[src/rtl/spmv_issue_controller_pkg.sv]
// spmv_issue_controller_pkg
//   Shared definitions for the SpMV issue controller: default widths,
//   FIFO depth, flush length and the FSM state encoding.
//   The row sentinel is all-ones at whatever ROW_BITS the top is built with.
package spmv_issue_controller_pkg;

    localparam int ROW_BITS_DEF      = 16;
    localparam int COL_BITS_DEF      = 16;
    localparam int VAL_BITS_DEF      = 16;
    localparam int NNZ_BITS_DEF      = 16;
    localparam int FIFO_DEPTH_DEF    = 16;
    localparam int FLUSH_ENTRIES_DEF = 2;

    typedef enum logic [2:0] {
        ST_IDLE  = 3'd0,
        ST_ISSUE = 3'd1,
        ST_FLUSH = 3'd2,
        ST_DRAIN = 3'd3,
        ST_DONE  = 3'd4
    } state_e;

endpackage

[src/rtl/spmv_issue_controller_credit_counter.sv]
// spmv_credit_counter
//   Up/down credit counter guarding the row-id and product FIFOs.
//   Starts at FIFO_DEPTH. One credit is taken per issued item and one is
//   returned per accumulator pop.
// Ports:
//   Clk, Reset       clock, synchronous active-high reset
//   issue_i          an item is issued this cycle (consumes one credit)
//   pop_i            accumulator popped one entry (returns one credit)
//   credits_avail_o  at least one credit left
//   all_returned_o   every credit is home (both FIFOs empty, nothing in flight)
module spmv_credit_counter
    import spmv_issue_controller_pkg::*;
#(
    parameter int FIFO_DEPTH = FIFO_DEPTH_DEF
) (
    input  logic Clk,
    input  logic Reset,
    input  logic issue_i,
    input  logic pop_i,
    output logic credits_avail_o,
    output logic all_returned_o
);

    localparam int CW = $clog2(FIFO_DEPTH) + 1;
    localparam logic [CW-1:0] FULL = CW'(FIFO_DEPTH);

    logic [CW-1:0] credits_q, credits_d;
    logic          pop_ok;

    // A pop with every credit already home is a protocol error; drop it so
    // the counter saturates instead of wrapping past FIFO_DEPTH.
    assign pop_ok = pop_i && (credits_q != FULL);

    always_comb begin
        credits_d = credits_q - CW'(issue_i) + CW'(pop_ok);
    end

    always_ff @(posedge Clk) begin
        if (Reset) credits_q <= FULL;
        else       credits_q <= credits_d;
    end

    assign credits_avail_o = (credits_q != '0);
    assign all_returned_o  = (credits_q == FULL);

endmodule

[src/rtl/spmv_issue_controller.sv]
// spmv_issue_controller
//   Front-end sequencer for the SpMV datapath. Walks the row-sorted COO entry
//   memory, fetches x[col], issues (val, x) to the multiplier and pushes the
//   row id into the row-id FIFO. Appends FLUSH_ENTRIES sentinel items so the
//   accumulator closes the last row, then waits for both FIFOs to drain.
// Ports:
//   Clk, Reset                      clock, synchronous active-high reset
//   start, nnz_count                job launch (sampled in IDLE only)
//   busy, done                      job status / one-cycle completion pulse
//   entry_rd_en/addr, entry_row/col/val   entry memory (1-cycle read)
//   vec_rd_en/addr, vec_data        vector memory (1-cycle read)
//   mul_valid, mul_a, mul_b         multiplier operands
//   row_wr_en, row_wr_data          row-id FIFO push
//   pop                             accumulator pop, returns one credit
// Pipeline: S0 entry read, S1 vector read, S2 issue. Memory read data is
// forwarded combinationally (vec_rd_addr from entry_col, mul_b from
// vec_data) so entry_rd_en -> mul_valid stays at exactly 2 cycles; those
// paths are gated to 0 when their stage is idle.
module spmv_issue_controller
    import spmv_issue_controller_pkg::*;
#(
    parameter int ROW_BITS      = ROW_BITS_DEF,
    parameter int COL_BITS      = COL_BITS_DEF,
    parameter int VAL_BITS      = VAL_BITS_DEF,
    parameter int NNZ_BITS      = NNZ_BITS_DEF,
    parameter int FIFO_DEPTH    = FIFO_DEPTH_DEF,
    parameter int FLUSH_ENTRIES = FLUSH_ENTRIES_DEF
) (
    input  logic                Clk,
    input  logic                Reset,
    input  logic                start,
    input  logic [NNZ_BITS-1:0] nnz_count,
    output logic                busy,
    output logic                done,
    output logic                entry_rd_en,
    output logic [NNZ_BITS-1:0] entry_rd_addr,
    input  logic [ROW_BITS-1:0] entry_row,
    input  logic [COL_BITS-1:0] entry_col,
    input  logic [VAL_BITS-1:0] entry_val,
    output logic                vec_rd_en,
    output logic [COL_BITS-1:0] vec_rd_addr,
    input  logic [VAL_BITS-1:0] vec_data,
    output logic                mul_valid,
    output logic [VAL_BITS-1:0] mul_a,
    output logic [VAL_BITS-1:0] mul_b,
    output logic                row_wr_en,
    output logic [ROW_BITS-1:0] row_wr_data,
    input  logic                pop
);

    localparam int FW = $clog2(FLUSH_ENTRIES + 1);
    localparam logic [ROW_BITS-1:0] ROW_SENTINEL = '1;

    state_e              state_q;
    logic                busy_q, done_q;
    logic [NNZ_BITS-1:0] nnz_q, idx_q, rd_addr_q;
    logic [FW-1:0]       flush_cnt_q;
    // Stage n holds an item when vld_pipe_q[n]; sent_pipe_q[n] marks sentinels.
    logic [2:0]          vld_pipe_q, sent_pipe_q;
    logic [ROW_BITS-1:0] s2_row_q;
    logic [VAL_BITS-1:0] s2_val_q;

    logic credits_avail, all_returned;
    logic issue_real, issue_sent, issue;

    assign issue_real = (state_q == ST_ISSUE) && credits_avail;
    assign issue_sent = (state_q == ST_FLUSH) && credits_avail;
    assign issue      = issue_real || issue_sent;

    spmv_credit_counter #(.FIFO_DEPTH(FIFO_DEPTH)) u_credit (
        .Clk             (Clk),
        .Reset           (Reset),
        .issue_i         (issue),
        .pop_i           (pop),
        .credits_avail_o (credits_avail),
        .all_returned_o  (all_returned)
    );

    always_ff @(posedge Clk) begin
        if (Reset) begin
            state_q     <= ST_IDLE;
            busy_q      <= 1'b0;
            done_q      <= 1'b0;
            nnz_q       <= '0;
            idx_q       <= '0;
            rd_addr_q   <= '0;
            flush_cnt_q <= '0;
            vld_pipe_q  <= '0;
            sent_pipe_q <= '0;
            s2_row_q    <= '0;
            s2_val_q    <= '0;
        end else begin
            done_q      <= 1'b0;
            vld_pipe_q  <= {vld_pipe_q[1:0], issue};
            sent_pipe_q <= {sent_pipe_q[1:0], issue_sent};

            // S1 -> S2: capture row/val alongside the vector read
            if (vld_pipe_q[1]) begin
                s2_row_q <= sent_pipe_q[1] ? ROW_SENTINEL : entry_row;
                s2_val_q <= sent_pipe_q[1] ? '0 : entry_val;
            end

            case (state_q)
                ST_IDLE: if (start) begin
                    nnz_q   <= nnz_count;
                    idx_q   <= '0;
                    busy_q  <= 1'b1;
                    state_q <= (nnz_count == '0) ? ST_DONE : ST_ISSUE;
                end
                ST_ISSUE: if (credits_avail) begin
                    rd_addr_q <= idx_q;
                    idx_q     <= idx_q + NNZ_BITS'(1);
                    if (idx_q == nnz_q - NNZ_BITS'(1)) begin
                        flush_cnt_q <= '0;
                        state_q     <= ST_FLUSH;
                    end
                end
                ST_FLUSH: if (credits_avail) begin
                    flush_cnt_q <= flush_cnt_q + FW'(1);
                    if (flush_cnt_q == FW'(FLUSH_ENTRIES - 1)) state_q <= ST_DRAIN;
                end
                ST_DRAIN: if (vld_pipe_q == '0 && all_returned) state_q <= ST_DONE;
                ST_DONE: begin
                    done_q  <= 1'b1;
                    busy_q  <= 1'b0;
                    state_q <= ST_IDLE;
                end
                default: state_q <= ST_IDLE;
            endcase
        end
    end

    assign busy          = busy_q;
    assign done          = done_q;
    assign entry_rd_en   = vld_pipe_q[0] & ~sent_pipe_q[0];
    assign entry_rd_addr = rd_addr_q;
    assign vec_rd_en     = vld_pipe_q[1] & ~sent_pipe_q[1];
    assign vec_rd_addr   = vec_rd_en ? entry_col : '0;
    assign mul_valid     = vld_pipe_q[2];
    assign mul_a         = s2_val_q;
    assign mul_b         = (vld_pipe_q[2] & ~sent_pipe_q[2]) ? vec_data : '0;
    assign row_wr_en     = vld_pipe_q[2];
    assign row_wr_data   = s2_row_q;

endmodule
[config.mk]
export PLATFORM = sky130hd
export DESIGN_NAME = spmv_issue_controller
export DESIGN_NICKNAME = d
export VERILOG_FILES = /design/src/rtl/spmv_issue_controller_pkg.sv /design/src/rtl/spmv_issue_controller_credit_counter.sv /design/src/rtl/spmv_issue_controller.sv
export SDC_FILE = /design/constraint.sdc
export NUM_CORES = 1
export LEC_CHECK = 0
export ABC_AREA = 1
export CAP_MARGIN = 25
export CORE_ASPECT_RATIO = 0.8
export CORE_MARGIN = 3
export CORE_UTILIZATION = 47
export CTS_BUF_LIST = sky130_fd_sc_hd__clkbuf_2
export DETAILED_ROUTE_END_ITERATION = 6
export GPL_ROUTABILITY_DRIVEN = 0
export PLACE_DENSITY = 0.83
export SYNTH_ARGS = -nofsm -noshare
export SYNTH_HDL_FRONTEND = slang
export SYNTH_HIERARCHICAL = 1
export SYNTH_SLANG_ARGS = --single-unit
[constraint.sdc]
create_clock -name Clk -period 3.65 [get_ports Clk]
set_clock_uncertainty 0.15 [all_clocks]
set_input_delay 1.095 -clock Clk [delete_from_list [all_inputs] [get_ports Clk]]
set_output_delay 1.095 -clock Clk [all_outputs]
set_load 0.02 [all_outputs]
==> results.py <==
metrics = {
    "run_status": {
        "status": "completed",
    },
    "worst_setup_path": {
        "cp-start-kind": "primary input",
        "worst_setup_path_end_kind": "output port",
        "cp.arrival_ns": 2.32,
        "crit_fanout": 1,
        "critical_path_class": "in2out",
        "required_ns": 2.40,
    },
    "clocking": {
        "numCtsBuffers": 9,
        "clk_latency_ns": 0.58,
        "cts_htree_levels": 3,
        "cts.clk_slew.worst_paths_ns": 0.27,
        "clock_sinks": 98,
        "root_buffer": "clkbuf_2",
        "hold_buffers": 0,
        "cts_tree": "yes",
        "cts.path.max_buffers": 2,
    },
    "final_layout": {
        "antennaDiodeCount": 0,
        "multiInputGateArea_um2": 2280,
        "layout-drive-gt1-share_pct": 8.71,
        "fin_nets": 927,
        "area_growth_pct": 42.4,
        "fillers": 813,
        "stdcell_count": 974,
        "ff_latch_area_um2": 1960,
    },
    "die": {
        "start_util_pct": 48.7,
        "dieWidth_um": 118,
        "num_rows": 32,
        "die_y_um": 95.8,
        "design.die.area_um2": 11300,
        "io_pins": 170,
        "core_um2": 9730,
    },
    "grt": {
        "grtUsageMet3_pct": 7.52,
        "antenna_found_initial": 0,
        "grt_most_used_layer": "met2",
        "grt_max_degree": 45,
        "grt.overflow.total": 0,
        "grt_pass1_vias": 4601,
        "grt_pass1_wl_um": 21800,
        "grt_use_met1_pct": 30.9,
        "grt.total_usage_pct": 23.6,
        "grt_use_met2_pct": 38.0,
    },
    "yosys": {
        "ys_ff_latch": 98,
        "synth_flop_cell": "dfxtp_1",
        "synth.distinct_cells": 37,
        "syn-num-nets": 764,
        "ys_top_cells_by_count": "nand2_1 (138), dfxtp_1 (98), inv_1 (97)",
        "yosys.area.top_type": "dfxtp_1",
        "yosys-top-cells-area": "dfxtp_1 (41%), nand2_1 (11%), inv_1 (7.7%)",
        "async_reset_ff_share_pct": 0,
        "netlist_instances": 670,
        "yosysMostFrequentCell": "nand2_1",
        "synth_top_area_share_pct": 41.4,
        "synth_area_per_cell_um2": 7.07,
        "yosysWarnings": 6,
        "synth_edf_count": 0,
        "ys_seq_area_share_pct": 41.4,
        "syn_area_um2": 4740,
    },
    "pwr": {
        "seqPwrFrac_pct": 36.7,
        "pwr-share-comb_pct": 48.0,
        "p_switching_mw": 1.64,
        "p_leak_nw": 3.15,
        "power_mw": 3.91,
        "ir_drop_mv": 0.313,
        "pwr-share-clk_pct": 15.3,
        "sw_frac_of_total_pct": 41.9,
        "power.density_nw_per_um2": 579,
        "internal_power_mw": 2.27,
    },
    "sta": {
        "finalSetupTns_ns": 0,
        "finalCritPeriodShare_pct": 97.6,
        "worstMarginPinSlew_ns": 0.660,
        "hold_viol": 0,
        "maxSlewViolCount": 0,
        "fin_crit_ns": 3.56,
        "max_clock_freq_ghz": 0.281,
        "setup_viol_count_final": 0,
        "rsz0062_at_grt": "no",
        "maxSlewHeadroom_pct": 55.6,
    },
    "route": {
        "first_iter_violations": 339,
        "num_vias": 4879,
        "firstDrtPassIters": 5,
        "avgViaCountPerCell": 5.01,
        "ant_nets": 0,
        "finalWirelength_um": 14000,
        "wl_per_cell_um": 14.4,
        "post-route-drc-count": 0,
    },
    "run": {
        "cap_violations": 0,
    },
    "min_path": {
        "hold_path_class": "reg2reg",
    },
    "place": {
        "port_buffers": 169,
        "dpl.cell_count": 956,
        "dp_hpwl_um": 10700,
    },
}
[final timing paths]
check,start,depth (start not counted),slack (ns),to
max,vec_data[8],4,0.09,mul_b[8]
max reg2reg,u_credit/credits_q[3],18,0.77,u_credit/credits_q[4]
min,sent_pipe_q[0],2,0.32,sent_pipe_q[1]
min reg2reg,sent_pipe_q[0],2,0.32,sent_pipe_q[1]
[layout by cell type, fill, tap and decap left out, drive strengths merged]
cell	synthesis	routed
a211oi	3	3
a21oi	61	61
a31oi	1	1
a41oi	1	1
and2	1	1
and3	1	1
buf	4	6
bufinv	0	2
clkbuf	20	10
clkdlybuf4s50	0	151
clkinv	2	4
clkinvlp	0	3
dfxtp	98	98
dlygate4sd2	0	1
dlymetal6s2s	0	17
fa	1	1
ha	9	9
inv	106	106
nand2	145	145
nand3	24	24
nand4	5	5
nor2	101	101
nor3	9	9
nor3b	1	1
nor4	5	5
o21a	1	1
o21ai	41	41
o221a	16	16
or2	1	1
xnor2	6	6
xor2	7	7
[routing by layer]
metal / vias to the layer above / routed length, um
met5: - / 0
met4: 0 / 172
met3: 16 / 1020
met2: 163 / 6580
met1: 2249 / 6260
li1: 2451 / -
[what timing repair did]
| item | 4_1_cts | 5_1_grt |
|---|---|---|
| setup endpoints to repair | 16 | 17 |
| endpoints found under the hold margin | 0 | 0 |
| resized for setup | 4 | 17 |
| setup buffers | 1 | 0 |
| cloned | 1 | 0 |
[cells by family after synthesis]
logic type	after synthesis	synth area share, %
compound gates	124	15.5
xor+xnor	13	2.40
simple gates	293	27.3
buf+inv	132	10.6
fa+ha+maj	10	2.80
flops	98	41.4
[sequential cells by signal, indices dropped and copies added, names as in the netlist]
signal,cells
row_wr_data,16
u_credit/credits_q,5
flush_cnt_q,2
sent_pipe_q,3
mul_a,16
busy,1
done,1
entry_rd_addr,16
nnz_q,16
vld_pipe_q,3
idx_q,16
state_q,3
[worst max-delay path, cell delays in order]
cell and delay [ns]:
clkdlybuf4s50_1 0.47, inv_1 0.04, nor2_1 0.09, clkdlybuf4s50_1 0.62
[through the flow]
step	utilization, %	worst slack, ns	area (um2)	hold slack (ns)
CTS	68.9	0.0251	6700	0.310
floorplan	-	0.906	4740	0.253
global route	69.3	0.00129	6750	0.328
global placement	67.2	0.0810	6540	0.260
detailed placement	67.2	0.0477	6540	0.263
finish	69.3	0.0858	6750	0.316
[power by group through the flow]
stage,clock network [mW],logic (mW),registers [mW]
6_report,0.599,1.87,1.43
5_1_grt,0.647,2.09,1.46
4_1_cts,0.611,1.87,1.43
3_5_place_dp,0,1.85,1.45
3_3_place_gp,0,1.78,1.44
2_1_floorplan,0,1.11,1.55
[final cells by class]
cell class,count,area share (%)
Timing Repair Buffer,175,26.4
Clock inverter,6,1.34
Tap cell,136,2.52
Timing Repair inverter,1,0.0742
Inverter,108,6.07
Sequential cell,98,29.1
Multi-Input combinational cell,440,33.8
Clock buffer,10,0.742
No activity file was read; power rests on OpenSTA's default activity.
